### src/rtl/ov7670_frame_capture.sv
// OV7670 byte-stream to RGB332 frame-buffer writer: assembles two-byte pixels, clips them to the
// stored frame, drives the RAM write port and keeps frame count plus sticky error status.
module ov7670_frame_capture #(
    parameter int SCREEN_WIDTH  = 176,
    parameter int SCREEN_HEIGHT = 144,
    parameter int ADDR_W        = 15,
    parameter int FCNT_W        = 8
) (
    input  logic              CLK,
    input  logic              RESET_N,
    input  logic              EN,
    input  logic [1:0]        MODE,
    input  logic              VSYNC,
    input  logic              HREF,
    input  logic [7:0]        DATA,
    input  logic              CLEAR,
    output logic [7:0]        PIXEL_OUT,
    output logic [ADDR_W-1:0] W_ADDR,
    output logic              W_EN,
    output logic              FRAME_DONE,
    output logic [FCNT_W-1:0] FRAME_COUNT,
    output logic [2:0]        STATUS
);

    localparam int X_W = $clog2(SCREEN_WIDTH + 1);
    localparam int Y_W = $clog2(SCREEN_HEIGHT + 1);

    localparam logic [X_W-1:0] X_MAX  = X_W'(SCREEN_WIDTH);
    localparam logic [Y_W-1:0] Y_MAX  = Y_W'(SCREEN_HEIGHT);
    localparam logic [X_W-1:0] BAR1_X = X_W'(SCREEN_WIDTH / 3);
    localparam logic [X_W-1:0] BAR2_X = X_W'((2 * SCREEN_WIDTH) / 3);

    localparam logic [1:0] WAIT_VS = 2'd0;
    localparam logic [1:0] WAIT_FS = 2'd1;
    localparam logic [1:0] CAPTURE = 2'd2;

    localparam logic PHASE_HI = 1'b0;
    localparam logic PHASE_LO = 1'b1;

    logic [1:0]        state_reg,     state_next;
    logic [1:0]        mode_reg,      mode_next;
    logic [X_W-1:0]    x_reg,         x_next;
    logic [Y_W-1:0]    y_reg,         y_next;
    logic              phase_reg,     phase_next;
    logic [6:0]        hi_reg,        hi_next;
    logic              href_prev_reg, href_prev_next;
    logic [7:0]        pixel_reg,     pixel_next;
    logic [ADDR_W-1:0] addr_reg,      addr_next;
    logic              wen_reg,       wen_next;
    logic              done_reg,      done_next;
    logic [FCNT_W-1:0] fcount_reg,    fcount_next;
    logic [2:0]        status_reg,    status_next;

    logic [2:0]        set_bits;
    logic [7:0]        pix_conv;
    logic [ADDR_W-1:0] addr_calc;

    // hi_reg keeps only HI bits used by some format: {HI[7:5], HI[3:0]}
    always_comb begin
        case (mode_reg)
            2'd1:    pix_conv = {hi_reg[3:1], DATA[7:5], DATA[3:2]};
            2'd2: begin
                if (x_reg < BAR1_X)      pix_conv = 8'hE0;
                else if (x_reg < BAR2_X) pix_conv = 8'h1C;
                else                     pix_conv = 8'h03;
            end
            default: pix_conv = {hi_reg[6:4], hi_reg[2:0], DATA[4:3]};
        endcase
    end

    assign addr_calc = ADDR_W'(x_reg) + ADDR_W'(y_reg) * ADDR_W'(SCREEN_WIDTH);

    always_comb begin
        state_next     = state_reg;
        mode_next      = mode_reg;
        x_next         = x_reg;
        y_next         = y_reg;
        phase_next     = phase_reg;
        hi_next        = hi_reg;
        href_prev_next = href_prev_reg;
        pixel_next     = pixel_reg;
        addr_next      = addr_reg;
        wen_next       = 1'b0;
        done_next      = 1'b0;
        fcount_next    = fcount_reg;
        set_bits       = 3'b000;

        case (state_reg)
            WAIT_VS: begin
                if (VSYNC) state_next = WAIT_FS;
            end
            WAIT_FS: begin
                if (!VSYNC) begin
                    if (EN) begin
                        state_next     = CAPTURE;
                        mode_next      = MODE;
                        x_next         = '0;
                        y_next         = '0;
                        phase_next     = PHASE_HI;
                        href_prev_next = 1'b0;
                    end else begin
                        state_next = WAIT_VS;
                    end
                end
            end
            CAPTURE: begin
                if (VSYNC) begin
                    // VSYNC wins over HREF: close the frame, ignore any line data
                    state_next     = WAIT_FS;
                    phase_next     = PHASE_HI;
                    href_prev_next = 1'b0;
                    if (y_reg == Y_MAX) begin
                        done_next   = 1'b1;
                        fcount_next = fcount_reg + FCNT_W'(1);
                    end else begin
                        set_bits[2] = 1'b1;
                    end
                end else begin
                    href_prev_next = HREF;
                    if (HREF) begin
                        if (phase_reg == PHASE_HI) begin
                            hi_next    = {DATA[7:5], DATA[3:0]};
                            phase_next = PHASE_LO;
                        end else begin
                            phase_next = PHASE_HI;
                            if (x_reg < X_MAX && y_reg < Y_MAX) begin
                                pixel_next = pix_conv;
                                addr_next  = addr_calc;
                                wen_next   = 1'b1;
                            end else begin
                                set_bits[1] = 1'b1;
                            end
                            if (x_reg < X_MAX) x_next = x_reg + X_W'(1);
                        end
                    end else if (href_prev_reg) begin
                        x_next     = '0;
                        phase_next = PHASE_HI;
                        if (y_reg < Y_MAX) y_next = y_reg + Y_W'(1);
                        if (phase_reg == PHASE_LO) set_bits[0] = 1'b1;
                    end
                end
            end
            default: state_next = WAIT_VS;
        endcase

        // A set event coinciding with CLEAR survives the clear
        status_next = (CLEAR ? 3'b000 : status_reg) | set_bits;
    end

    always_ff @(posedge CLK or negedge RESET_N) begin
        if (!RESET_N) begin
            state_reg     <= WAIT_VS;
            mode_reg      <= 2'd0;
            x_reg         <= '0;
            y_reg         <= '0;
            phase_reg     <= PHASE_HI;
            hi_reg        <= '0;
            href_prev_reg <= 1'b0;
            pixel_reg     <= '0;
            addr_reg      <= '0;
            wen_reg       <= 1'b0;
            done_reg      <= 1'b0;
            fcount_reg    <= '0;
            status_reg    <= '0;
        end else begin
            state_reg     <= state_next;
            mode_reg      <= mode_next;
            x_reg         <= x_next;
            y_reg         <= y_next;
            phase_reg     <= phase_next;
            hi_reg        <= hi_next;
            href_prev_reg <= href_prev_next;
            pixel_reg     <= pixel_next;
            addr_reg      <= addr_next;
            wen_reg       <= wen_next;
            done_reg      <= done_next;
            fcount_reg    <= fcount_next;
            status_reg    <= status_next;
        end
    end

    assign PIXEL_OUT   = pixel_reg;
    assign W_ADDR      = addr_reg;
    assign W_EN        = wen_reg;
    assign FRAME_DONE  = done_reg;
    assign FRAME_COUNT = fcount_reg;
    assign STATUS      = status_reg;

endmodule

### config.mk
export PLATFORM = sky130hd
export DESIGN_NAME = ov7670_frame_capture
export DESIGN_NICKNAME = d
export VERILOG_FILES = /design/src/rtl/ov7670_frame_capture.sv
export SDC_FILE = /design/constraint.sdc
export NUM_CORES = 1
export LEC_CHECK = 0
export ABC_AREA = 1
export CORE_ASPECT_RATIO = 0.8
export CORE_MARGIN = 2
export CORE_UTILIZATION = 51
export DETAILED_ROUTE_END_ITERATION = 6
export PLACE_DENSITY = 0.82
export SLEW_MARGIN = 5
export SYNTH_ARGS = -nofsm -noshare
export SYNTH_HDL_FRONTEND = slang
export SYNTH_SLANG_ARGS = --single-unit
### constraint.sdc
create_clock -name CLK -period 3.72 [get_ports CLK]
set_clock_uncertainty 0.05 [all_clocks]
set_input_delay 0.372 -clock CLK [delete_from_list [all_inputs] [get_ports CLK]]
set_output_delay 0.372 -clock CLK [all_outputs]
set_load 0.02 [all_outputs]
======== Yosys cells after proc, flatten, opt, wreduce, memory -nomap -nowiden ========
Cells that the tools add are included.
operators by class
  multiply operators ...................... 1
  $lt $le $gt $ge ......................... 4
  $add $sub $neg .......................... 4
  bitwise logic cells ..................... 3
  equality and inequality tests ........... 16
  reduce and logical (&&, ||, !) cells .... 13
  muxes and demuxes ....................... 48
operator list
  kind                  number
  $mux 8                12
  $pmux 8 s2            3
  $add 8x1->8 const B   3
  $mux 1                23
  $lt 8x8->1 const B    2
  $add 8x15->15         1
  $reduce_and 7->1      2
  $ne 2x2->1 const B    6
  $mul 8x4->11 const B  1
  $ne 3x3->1 const B    3
  $reduce_and 3->1      3
  $eq 8x8->1 const B    1
  $lt 8x6->1 const B    1
  $lt 8x7->1 const B    1
  $mux 2                4
  $reduce_and 4->1      2
  $mux 3                2
  $mux 5                1
  $reduce_and 5->1      1
  $eq 2x1->1 const B    2
  $eq 2x2->1 const B    2
  $ne 4x4->1 const B    1
  $pmux 1 s2            2
  $pmux 2 s2            1
  other kinds (8)       9
word-level totals
  word-level logic and storage cells ...... 102
  bits in registers ....................... 65

======== Longest topological paths before layout ========
Gate-level depths: netlist (run 1).
  depth in word-level cells ............... 8
  gate-level depth with buffers ........... 16

======== Worst setup path before layout (run 1) ========
No wires, ideal clock.
  path kind ............................... register to register
  from .................................... reg y_reg[2]
  to ...................................... reg addr_reg[14] (netlist: W_ADDR[14])
  cell stages (with the launch flop) ...... 16
  clock period less this slack ............ 2,952 ps
  arrival time ............................ 2,784 ps
  slack ................................... 768 ps
  required time ........................... 3,553 ps
  cell sequence ........................... dfrtp_1 -> ha_1 -> ha_1 -> inv_1 -> fa_1 -> inv_1 -> ha_1 -> nand2_1 -> nor2_1 -> nor2_1 -> nor2_1 -> nand3_1 -> nor2_1 -> nand3_1 -> nand3_1 -> nand2_1
on the way
  cells in the longest elaborated chain, start to end .. 3
ends and longest elaborated chain
  what                                                   RTL line  RTL
  start: declaration                                     43        logic [Y_W-1:0] y_reg, y_next;
  start signal: assignment                               169       y_reg <= y_next;
  branches (longest 3 deep; another with $add 8x15->15)  --
  end signal: assignment                                 174       addr_reg <= addr_next;
  end: declaration                                       48        logic [ADDR_W-1:0] addr_reg, addr_next;
Parallel ways; which one is timed is not known.
A chain may end at the register's enable or synchronous reset.

======== Worst setup path in the final report (run 1) ========
Same ends and word-level chain as after synthesis.

==> results of run 1 <==
[layout by cell type, fill, tap and decap left out, types with 2 or more instances in the layout]
cell / synthesis / layout
o22ai_1: 2 / 2
nand2_1: 120 / 120
buf_4: 2 / 2
or2_2: 3 / 3
clkdlybuf4s50_1: 0 / 50
a21oi_1: 28 / 28
bufinv_16: 0 / 2
clkbuf_8: 0 / 12
o21ai_1: 11 / 11
nor3_1: 3 / 3
inv_2: 5 / 5
ha_1: 33 / 33
nand4_1: 14 / 14
o31ai_1: 3 / 3
nor2_1: 28 / 28
o21ai_0: 25 / 25
mux2_2: 7 / 7
o21ai_2: 5 / 5
fa_1: 6 / 6
xnor2_1: 5 / 5
dfrtp_1: 65 / 65
inv_1: 68 / 68
xor2_1: 10 / 10
nand3_1: 35 / 35
[critical path: cells and delay by family (launching register included)]
family        cells  cell delay (ns)
flops             1             0.52
fa+ha+maj         4             1.47
simple gates      9             1.04
buf+inv           2             0.11
[per-stage QoR]
stage / cell area, sq um / setup WS (ns) / hold WS [ns] / std cells
floorplan: 4120 / 0.768 / 0.0264 / 503
global placement: 4700 / 0.626 / 0.406 / 652
detailed placement: 4700 / 0.502 / 0.408 / 652
CTS: 4930 / 0.466 / 0.159 / 668
global route: 4930 / 0.226 / 0.200 / 668
finish: 4930 / 0.441 / 0.125 / 668
[cells by family (layout without fill, tap and decap cells)]
| family | count (synthesis) | after routing | share of synthesized area |
|---|---|---|---|
| AO/OA/AOI/OAI | 82 | 82 | 0.116 |
| AND/OR/NAND/NOR | 210 | 210 | 0.223 |
| adder cells (fa/ha/maj) | 39 | 39 | 0.129 |
| flip-flops | 65 | 65 | 0.395 |
| XOR/XNOR | 15 | 15 | 0.0319 |
| multiplexers | 7 | 7 | 0.0191 |
| buffers and inverters | 85 | 142 | 0.0854 |
[cells in the mapped netlist (2+ instances only)]
master    count  share of area
nand3_1      35          0.043
o21ai_1      11          0.013
inv_2         5         0.0046
o31ai_1       3         0.0055
nand4_1      14          0.021
mux2_2        7          0.019
o21ai_2       5          0.011
xor2_1       10          0.021
o21ai_0      25          0.030
ha_1         33           0.10
inv_1        68          0.062
nand2_1     120           0.11
o22ai_1       2         0.0030
a21oi_1      28          0.034
clkbuf_1      3         0.0027
buf_1         2         0.0018
buf_6         3         0.0082
dfrtp_1      65           0.40
xnor2_1       5          0.011
buf_4         2         0.0036
buf_2         2         0.0024
fa_1          6          0.029
or2_2         3         0.0046
nor2_1       28          0.026
nor3_1        3         0.0036
[routing by layer]
layer  GRT usage  share of wire
met5           0              0
met4      0.0700          0.015
met3      0.0644          0.067
met2       0.332           0.45
met1       0.285           0.47
[path summary, 6_finish.rpt]
check / depth (start not counted) / start / slack (ns) / end
max in group asynchronous: 2 / RESET_N / 2.64 / FRAME_COUNT[1]$_DFFE_PN0P_
min in group CLK: 2 / W_ADDR[5]$_DFFE_PN0P_ / 0.42 / W_ADDR[5]$_DFFE_PN0P_
worst min-delay path: 1 / RESET_N / 0.12 / PIXEL_OUT[7]$_DFFE_PN0P_
worst max-delay path: 15 / y_reg[2]$_DFFE_PN0P_ / 0.44 / W_ADDR[14]$_DFFE_PN0P_
worst max register to register: 15 / y_reg[2]$_DFFE_PN0P_ / 0.44 / W_ADDR[14]$_DFFE_PN0P_
worst min register to register: 2 / W_ADDR[5]$_DFFE_PN0P_ / 0.42 / W_ADDR[5]$_DFFE_PN0P_
[power groups by stage]
| stage | combinational [mW] | clock, mW | sequential, mW |
|---|---|---|---|
| finish | 0.633 | 0.713 | 0.858 |
| global route | 0.710 | 0.757 | 0.869 |
| CTS | 0.630 | 0.728 | 0.858 |
| detailed placement | 0.613 | 0 | 0.872 |
| global placement | 0.591 | 0 | 0.864 |
| floorplan | 0.428 | 0 | 0.876 |
[layout make-up]
type                            instances  area share
Clock buffer                           12      0.0335
Clock inverter                          4      0.0150
Inverter                               73      0.0555
Multi-Input combinational cell        353       0.434
Sequential cell                        65       0.330
Tap cell                              108      0.0274
Timing Repair Buffer                   53       0.105
==> impl_results.md, run 1 <==
* FF+latch count, synth at 65
* Final hold vios at 0
* Synth Flop Type: dfrtp_1
* Setup Crit Path Kind: reg2reg
* Total GRT Usage at 0.212
* Leakage at approximately 2.5 nW
* RSZ-0062 raised after global routing: no
* Antenna diode count at 0
* Reg area at 1630 sq um
* Peak VDD IR at between 0.3 and 0.4 mV
* Die span in x at roughly 100 um
* Share of power burned in registers at 0.389
* CP cell instances: ha_1 -> ha_1 -> inv_1 -> fa_1 -> inv_1 -> ha_1 -> nand2_1 -> nor2_1 -> nor2_1 -> nor2_1 -> nand3_1 -> nor2_1 -> nand3_1 -> nand3_1 -> nand2_1
* Measured slew at the worst slew-check pin at between 0.9 and 1 ns
* Die Y at between 80 and 90 um
* Maxcap violations at 0
* Setup TNS at 0 ns
* Max FFs per register at 15
* Comb pwr share at 0.287
* CTS tree: built
* Ys async rst share at 1.00
* Crit end category: flip-flop
* Root Driver: clkbuf_8
* Vias in the first global route at around 3,300
* NetSw at 0.750 mW
* # hold bufs at CTS at 0
* Synth Instances at around 500
* Number of synthesized flops with an enable pin at 0
* Detail Route Antenna Nets at 0
* Row count at 29
* Sw Ratio at 0.340
* Post-CTS setup buffers at 0
* Avg Cell Area, Syn at around 8.2 sq um
* Setup violations, final at 0
* Worst min-delay path class: in2async
* PwrDens at around 450 nW/um^2
* Pre-Repair DR Iteration Count at 5
* Clk slew on worst S/H paths at 0.08 ns
* CP Data Arrival Time at 3.48 ns
* Wirelength, routed at between 8 and 9 mm
* Largest net degree at the start of global routing at 46
* Post-synthesis sequential area ratio at 0.395
* Int Power at around 1.5 mW
* Final-layout fill cell count at about 680
* Max-slew headroom at 0.357
* Slowest-stage cell, CP: fa_1
* Starting Density at 0.523
* Syn Nets at about 560
* Routed vias at 3,491
* Vias per Instance at between 5 and 6
* Unique masters post-synth at 40
* Buffers added on ports at 51
* Synth Cell Area at a little over 4000 sq um
* DR WL/cell at about 13 um
* Synth warnings at 0
* Critical Path Fanout Max at 8
* Post-route DRC violation count at 0
* Initial antenna violation count at 0
* Final period util at 0.881
* CP max stage delay at 0.53 ns
* Nets at 610
* Total CTS buffers at 9
* Die area at around 8800 sq um
* Core area at between 7000 and 8000 sq um
* Fin. max-slew vios at 0
* Worst skew pair latency at roughly 0.35 ns
* Post-DP HPWL at 6.51 mm
* Multi-input logic area at 2140 sq um
* Peak Freq at approximately 0.3 GHz
* Worst setup SP type: flip-flop
* Iter 0 DRT Violations at approximately 130
* Global-route wire length before repair at roughly 15 mm
* Status: finished, final reports clean
* CTS HTree Levels at 3
* Layout cells sized above 1 at 0.0839
* Most frequent CP cell: nor2_1
* Clock buffer depth at 2
* Worst endpoint required time at 3.92 ns
* Layout Utilization at 0.627
* Sink Count at between 60 and 70
* GP Congestion at around 0.85
* Tmin final at between 3 and 4 ns
* Synthesis-to-finish area growth at 19.8%
* Post-CTS Resized at 0
* GRT overflow at 0
* # IOs at 52
* Power, Total at approximately 2.2 mW
* Clock network fraction of total power at 0.323
Power figures use the tool's default switching activity.
==> run 2: changes to the inputs <==
--- a/config.mk
+++ b/config.mk
@@ -8,9 +8,9 @@
 export ABC_AREA = 1
 export CORE_ASPECT_RATIO = 0.8
 export CORE_MARGIN = 2
-export CORE_UTILIZATION = 51
+export CORE_UTILIZATION = 40
 export DETAILED_ROUTE_END_ITERATION = 6
-export PLACE_DENSITY = 0.82
+export PLACE_DENSITY = 0.69
 export SLEW_MARGIN = 5
 export SYNTH_ARGS = -nofsm -noshare
 export SYNTH_HDL_FRONTEND = slang
==> run 2 against run 1 <==
Critical path depth stayed put. Sequential power about the same. Total power increased by 3.0%. Wire length decreased by 0.29%. Fmax grew 1.9%. Utilization down 13 points. Hold slack about the same. Clock power rose by 12%. Die area rose by 26%. First-iteration DRC count grew 120%. Non-clock buffer count decreased by 1. Largest cell class unchanged. Highest routed layer unchanged.
==> impl_results.md, run 2 (synthesis gave the netlist of run 1 again) <==
* GRT overflow at 0
* Leakage at between 2 and 3 nW
* Post-route DRC violation count at 0
* Peak Freq at 0.311 GHz
* Core area at approximately 10,000 sq um
* Most frequent cells in the layout: 120 x nand2_1, 68 x inv_1, 65 x dfrtp_1
* Peak VDD IR at 0.226 mV
* Critical Path Fanout Max at 8
* Measured slew at the worst slew-check pin at slightly above 0.9 ns
* Status: finished, final reports clean
* Die span in x at about 120 um
* Vias in the first global route at 3,216
* DR WL/cell at approximately 13 um
* Antenna diode count at 0
* Setup violations, final at 0
* # IOs at 52
* Iter 0 DRT Violations at about 290
* Sink Count at between 60 and 70
* Met3 usage at 0.0441
* Clock buffer depth at 2
* Setup TNS at 0 ns
* CP Data Arrival Time at approximately 3.4 ns
* Final hold vios at 0
* Starting Density at 0.407
* Power, Total at about 2.3 mW
* Die Y at 94.8 um
* Fin. max-slew vios at 0
* Wirelength, routed at a little under 9 mm
* Worst min-delay path class: in2async
* Final period util at 0.865
* Setup Crit Path Kind: reg2reg
* Nets at roughly 610
* Crit end category: flip-flop
* Total GRT Usage at 0.168
* RSZ-0062 raised after global routing: no
* Buffers added on ports at about 50
* Max FFs per register at 15
* # hold bufs at CTS at 0
* Worst endpoint required time at between 3 and 4 ns
* Worst skew pair latency at around 0.33 ns
* Total CTS buffers at 9
* PwrDens at 453 nW/um^2
* Global-route wire length before repair at 15.0 mm
* Routed vias at 3,436
* Grt met2 use at 0.245
* Post-DP HPWL at between 6 and 7 mm
* Pre-Repair DR Iteration Count at 5
* Max-slew headroom at 0.385
* Post-CTS Resized at 0
* CTS tree: built
* Largest net degree at the start of global routing at 42
* Tmin final at about 3.2 ns
* Maxcap violations at 0
* CTS HTree Levels at 3
* Detail Route Antenna Nets at 0
* Die area at between 10,000 and 15,000 sq um
* Synthesis-to-finish area growth at 21.7%
* Root Driver: clkbuf_16
* GRT Max-Usage Layer: met2
* Initial antenna violation count at 0
* Vias per Instance at 4.92
* Row count at 33
* Post-CTS setup buffers at 0
* Most common cell after layout, fill and taps aside: nand2_1
* GP Congestion at around 0.83
* Clk slew on worst S/H paths at 0.05 ns
* Worst setup SP type: flip-flop
* Layout cells sized above 1 at 0.0789
* M1 GR Usage at 0.239
## run 2: cell count changes in the layout (fill, tap and decap cells not counted)
cell,previous run,this run
bufinv_16,2,0
clkbuf_8,12,3
clkbuf_1,0,1
buf_4,2,1
clkinv_4,1,0
clkinvlp_4,0,1
clkbuf_16,0,9
## run 2: worst paths after layout
kind	startpoint	end	slack, ns	depth (start not counted)
setup / recovery	y_reg[2]$_DFFE_PN0P_	W_ADDR[14]$_DFFE_PN0P_	0.50	15
hold / removal	RESET_N	PIXEL_OUT[7]$_DFFE_PN0P_	0.13	1
setup reg to reg	y_reg[2]$_DFFE_PN0P_	W_ADDR[14]$_DFFE_PN0P_	0.50	15
hold reg to reg	W_ADDR[4]$_DFFE_PN0P_	W_ADDR[4]$_DFFE_PN0P_	0.42	2
max in group asynchronous	RESET_N	W_ADDR[2]$_DFFE_PN0P_	2.63	2
min in group CLK	W_ADDR[4]$_DFFE_PN0P_	W_ADDR[4]$_DFFE_PN0P_	0.42	2
## run 2: per-stage QoR
step / area, sq um / instances / util / worst slack [ns] / hold WS, ns
after floorplan: 4120 / 503 / - / 0.768 / 0.0264
after global placement: 4730 / 683 / 0.467 / 0.627 / 0.405
after detailed placement: 4730 / 683 / 0.467 / 0.523 / 0.414
after CTS: 5010 / 698 / 0.495 / 0.491 / 0.157
after global routing: 5010 / 698 / 0.495 / 0.168 / 0.198
final: 5010 / 698 / 0.495 / 0.501 / 0.125
## run 2: cell type report
cell class	instances	area [sq um]
fill	958	5100
inverter	73	274
multi-input combinational	353	2140
clock inverter	2	12.5
timing repair buffer	52	513
tap	140	175
sequential	65	1630
clock buffer	13	270
## run 2: worst max-delay path: stages (launching register included)
cell and delay, ns:
dfrtp_1 0.48, ha_1 0.33, ha_1 0.30, inv_1 0.06
fa_1 0.52, inv_1 0.04, ha_1 0.32, nand2_1 0.08
nor2_1 0.12, nor2_1 0.05, nor2_1 0.18, nand3_1 0.17
nor2_1 0.18, nand3_1 0.09, nand3_1 0.09, nand2_1 0.05
## run 2: per-layer routing
layer  part of all wire  wire length, um  vias up
met5                  0                0        -
met4              0.019              163        0
met3              0.051              453       14
met2               0.42             3670       91
met1               0.51             4520     1585
li1                   -                -     1746
## run 2: power by group
part           internal, mW  total, mW  switching (mW)
Clock                 0.500      0.798           0.298
Sequential            0.797      0.859          0.0621
Combinational         0.221      0.613           0.392
==> run 3: changes to the inputs <==
--- a/config.mk
+++ b/config.mk
@@ -9,6 +9,7 @@
 export CORE_ASPECT_RATIO = 0.8
 export CORE_MARGIN = 2
 export CORE_UTILIZATION = 40
+export CTS_BUF_LIST = sky130_fd_sc_hd__clkbuf_16
 export DETAILED_ROUTE_END_ITERATION = 6
 export PLACE_DENSITY = 0.69
 export SLEW_MARGIN = 5
==> run 3 against run 2 <==
Non-clock buffer count is the same. Sequential cell count stayed put. Register-to-register slack about the same. Final cell count stayed put. Total power is 2.9% lower. Die area is the same. Final area fell by 0.60%. Critical endpoint unchanged. Largest power group unchanged.
==> impl_results.md, run 3 (synthesis gave the netlist of run 1 again) <==
* Peak Freq at just over 0.3 GHz
* Antenna diode count at 0
* Post-DP HPWL at about 6.5 mm
* Iter 0 DRT Violations at 283
* Setup violations, final at 0
* Peak VDD IR at 0.224 mV
* CP Data Arrival Time at approximately 3.4 ns
* Routed vias at between 3,000 and 4,000
* Post-CTS setup buffers at 0
* Starting Density at 0.407
* # IOs at between 50 and 60
* Placed Instances at roughly 680
* Final hold vios at 0
* Buffers added on ports at slightly above 50
* Die span in x at 117 um
* Measured slew at the worst slew-check pin at slightly above 0.9 ns
* Vias per Instance at roughly 4.9
* Worst endpoint required time at roughly 4 ns
* Row count at 33
* DR WL/cell at 12.7 um
* PwrDens at approximately 440 nW/um^2
* Most common cell after layout, fill and taps aside: nand2_1
* Final-layout fill cell count at a little under 1,000
* Most frequent cells in the layout: 120 x nand2_1, 69 x inv_1, 65 x dfrtp_1
* Root Driver: clkbuf_16
* CTS HTree Levels at 3
* GP Congestion at ~0.83
* Max FFs per register at 15
* Core area at 10,100 sq um
* Fin. max-slew vios at 0
* Setup Crit Path Kind: reg2reg
* Max-slew headroom at 0.388
* Sink Count at 65
* Pre-Repair DR Iteration Count at 4
* Worst skew pair latency at approximately 0.33 ns
* Layout cells sized above 1 at 0.0735
* Post-CTS Resized at 0
* CTS tree: built
* Final setup margin at around 0.50 ns
* Worst setup SP type: flip-flop
* Die area at 11,100 sq um
* Pre-CTS WS at about 0.52 ns
* Final period util at 0.865
* Worst min-delay path class: in2async
* Die Y at approximately 95 um
* Total CTS buffers at 9
* Tmin final at approximately 3.2 ns
* Synthesis-to-finish area growth at 21.0%
* Clock buffer depth at 2
* GRT overflow at 0
* Total GRT Usage at 0.168
* Layout Cells excl Fill at 698
* Leakage at 2.52 nW
* Wirelength, routed at 8.86 mm
* Crit end category: flip-flop
* # hold bufs at CTS at 0
* Initial antenna violation count at 0
* Detail Route Antenna Nets at 0
* Maxcap violations at 0
* Global-route wire length before repair at ~15 mm
* Vias in the first global route at between 3,000 and 4,000
* RSZ-0062 raised after global routing: no
* Setup TNS at 0 ns
* Status: finished, final reports clean
* Worst Hold Margin at approximately 0.12 ns
* Nets at between 600 and 700
* Largest net degree at the start of global routing at 42
* Critical Path Fanout Max at 8
* Post-route DRC violation count at 0
* Clk slew on worst S/H paths at 0.05 ns
## run 3: area by class of cell
type                    count  area (sq um)  share of cell area
clock buffers               9           225              0.0452
clock inverters             6          27.5             0.00553
inverters                  73           274              0.0550
multi-input cells         353          2140               0.430
flip-flops and latches     65          1630               0.327
well taps                 140           175              0.0352
repair buffers             52           513               0.103
## run 3: final timing paths
check,start,to,slack [ns],depth (start not counted)
worst max register to register,y_reg[2]$_DFFE_PN0P_,W_ADDR[14]$_DFFE_PN0P_,0.50,15
worst min register to register,W_ADDR[4]$_DFFE_PN0P_,W_ADDR[4]$_DFFE_PN0P_,0.42,2
worst max-delay path,y_reg[2]$_DFFE_PN0P_,W_ADDR[14]$_DFFE_PN0P_,0.50,15
max in group asynchronous,RESET_N,W_ADDR[2]$_DFFE_PN0P_,2.64,2
min in group CLK,W_ADDR[4]$_DFFE_PN0P_,W_ADDR[4]$_DFFE_PN0P_,0.42,2
worst min-delay path,RESET_N,PIXEL_OUT[7]$_DFFE_PN0P_,0.12,1
## run 3: where the power goes
group,internal [mW],total [mW],switching (mW)
clock,0.435,0.730,0.295
combinational,0.221,0.614,0.393
sequential,0.797,0.860,0.0627
## run 3: through the flow
stage	instance area, sq um	utilization	total power, mW
2_1_floorplan	4120	-	1.30
3_3_place_gp	4730	0.467	1.46
3_5_place_dp	4730	0.467	1.47
4_1_cts	4980	0.492	2.22
5_1_grt	4980	0.492	2.35
6_report	4980	0.492	2.20
## run 3: critical path, cell delays in order, from the launching register on
cell and delay [ns]:
dfrtp_1 0.48, ha_1 0.33, ha_1 0.30, inv_1 0.06, fa_1 0.52, inv_1 0.04, ha_1 0.32, nand2_1 0.08
nor2_1 0.12, nor2_1 0.05, nor2_1 0.18, nand3_1 0.17, nor2_1 0.18, nand3_1 0.09, nand3_1 0.09, nand2_1 0.05
## run 3: per-layer routing
layer / vias to the layer above / GRT usage / wire [um] / share of wire
met5: - / 0 / 0 / 0
met4: 0 / 0.0633 / 141 / 0.016
met3: 11 / 0.0459 / 494 / 0.056
met2: 86 / 0.245 / 3710 / 0.42
met1: 1581 / 0.238 / 4510 / 0.51
li1: 1749 / - / - / -
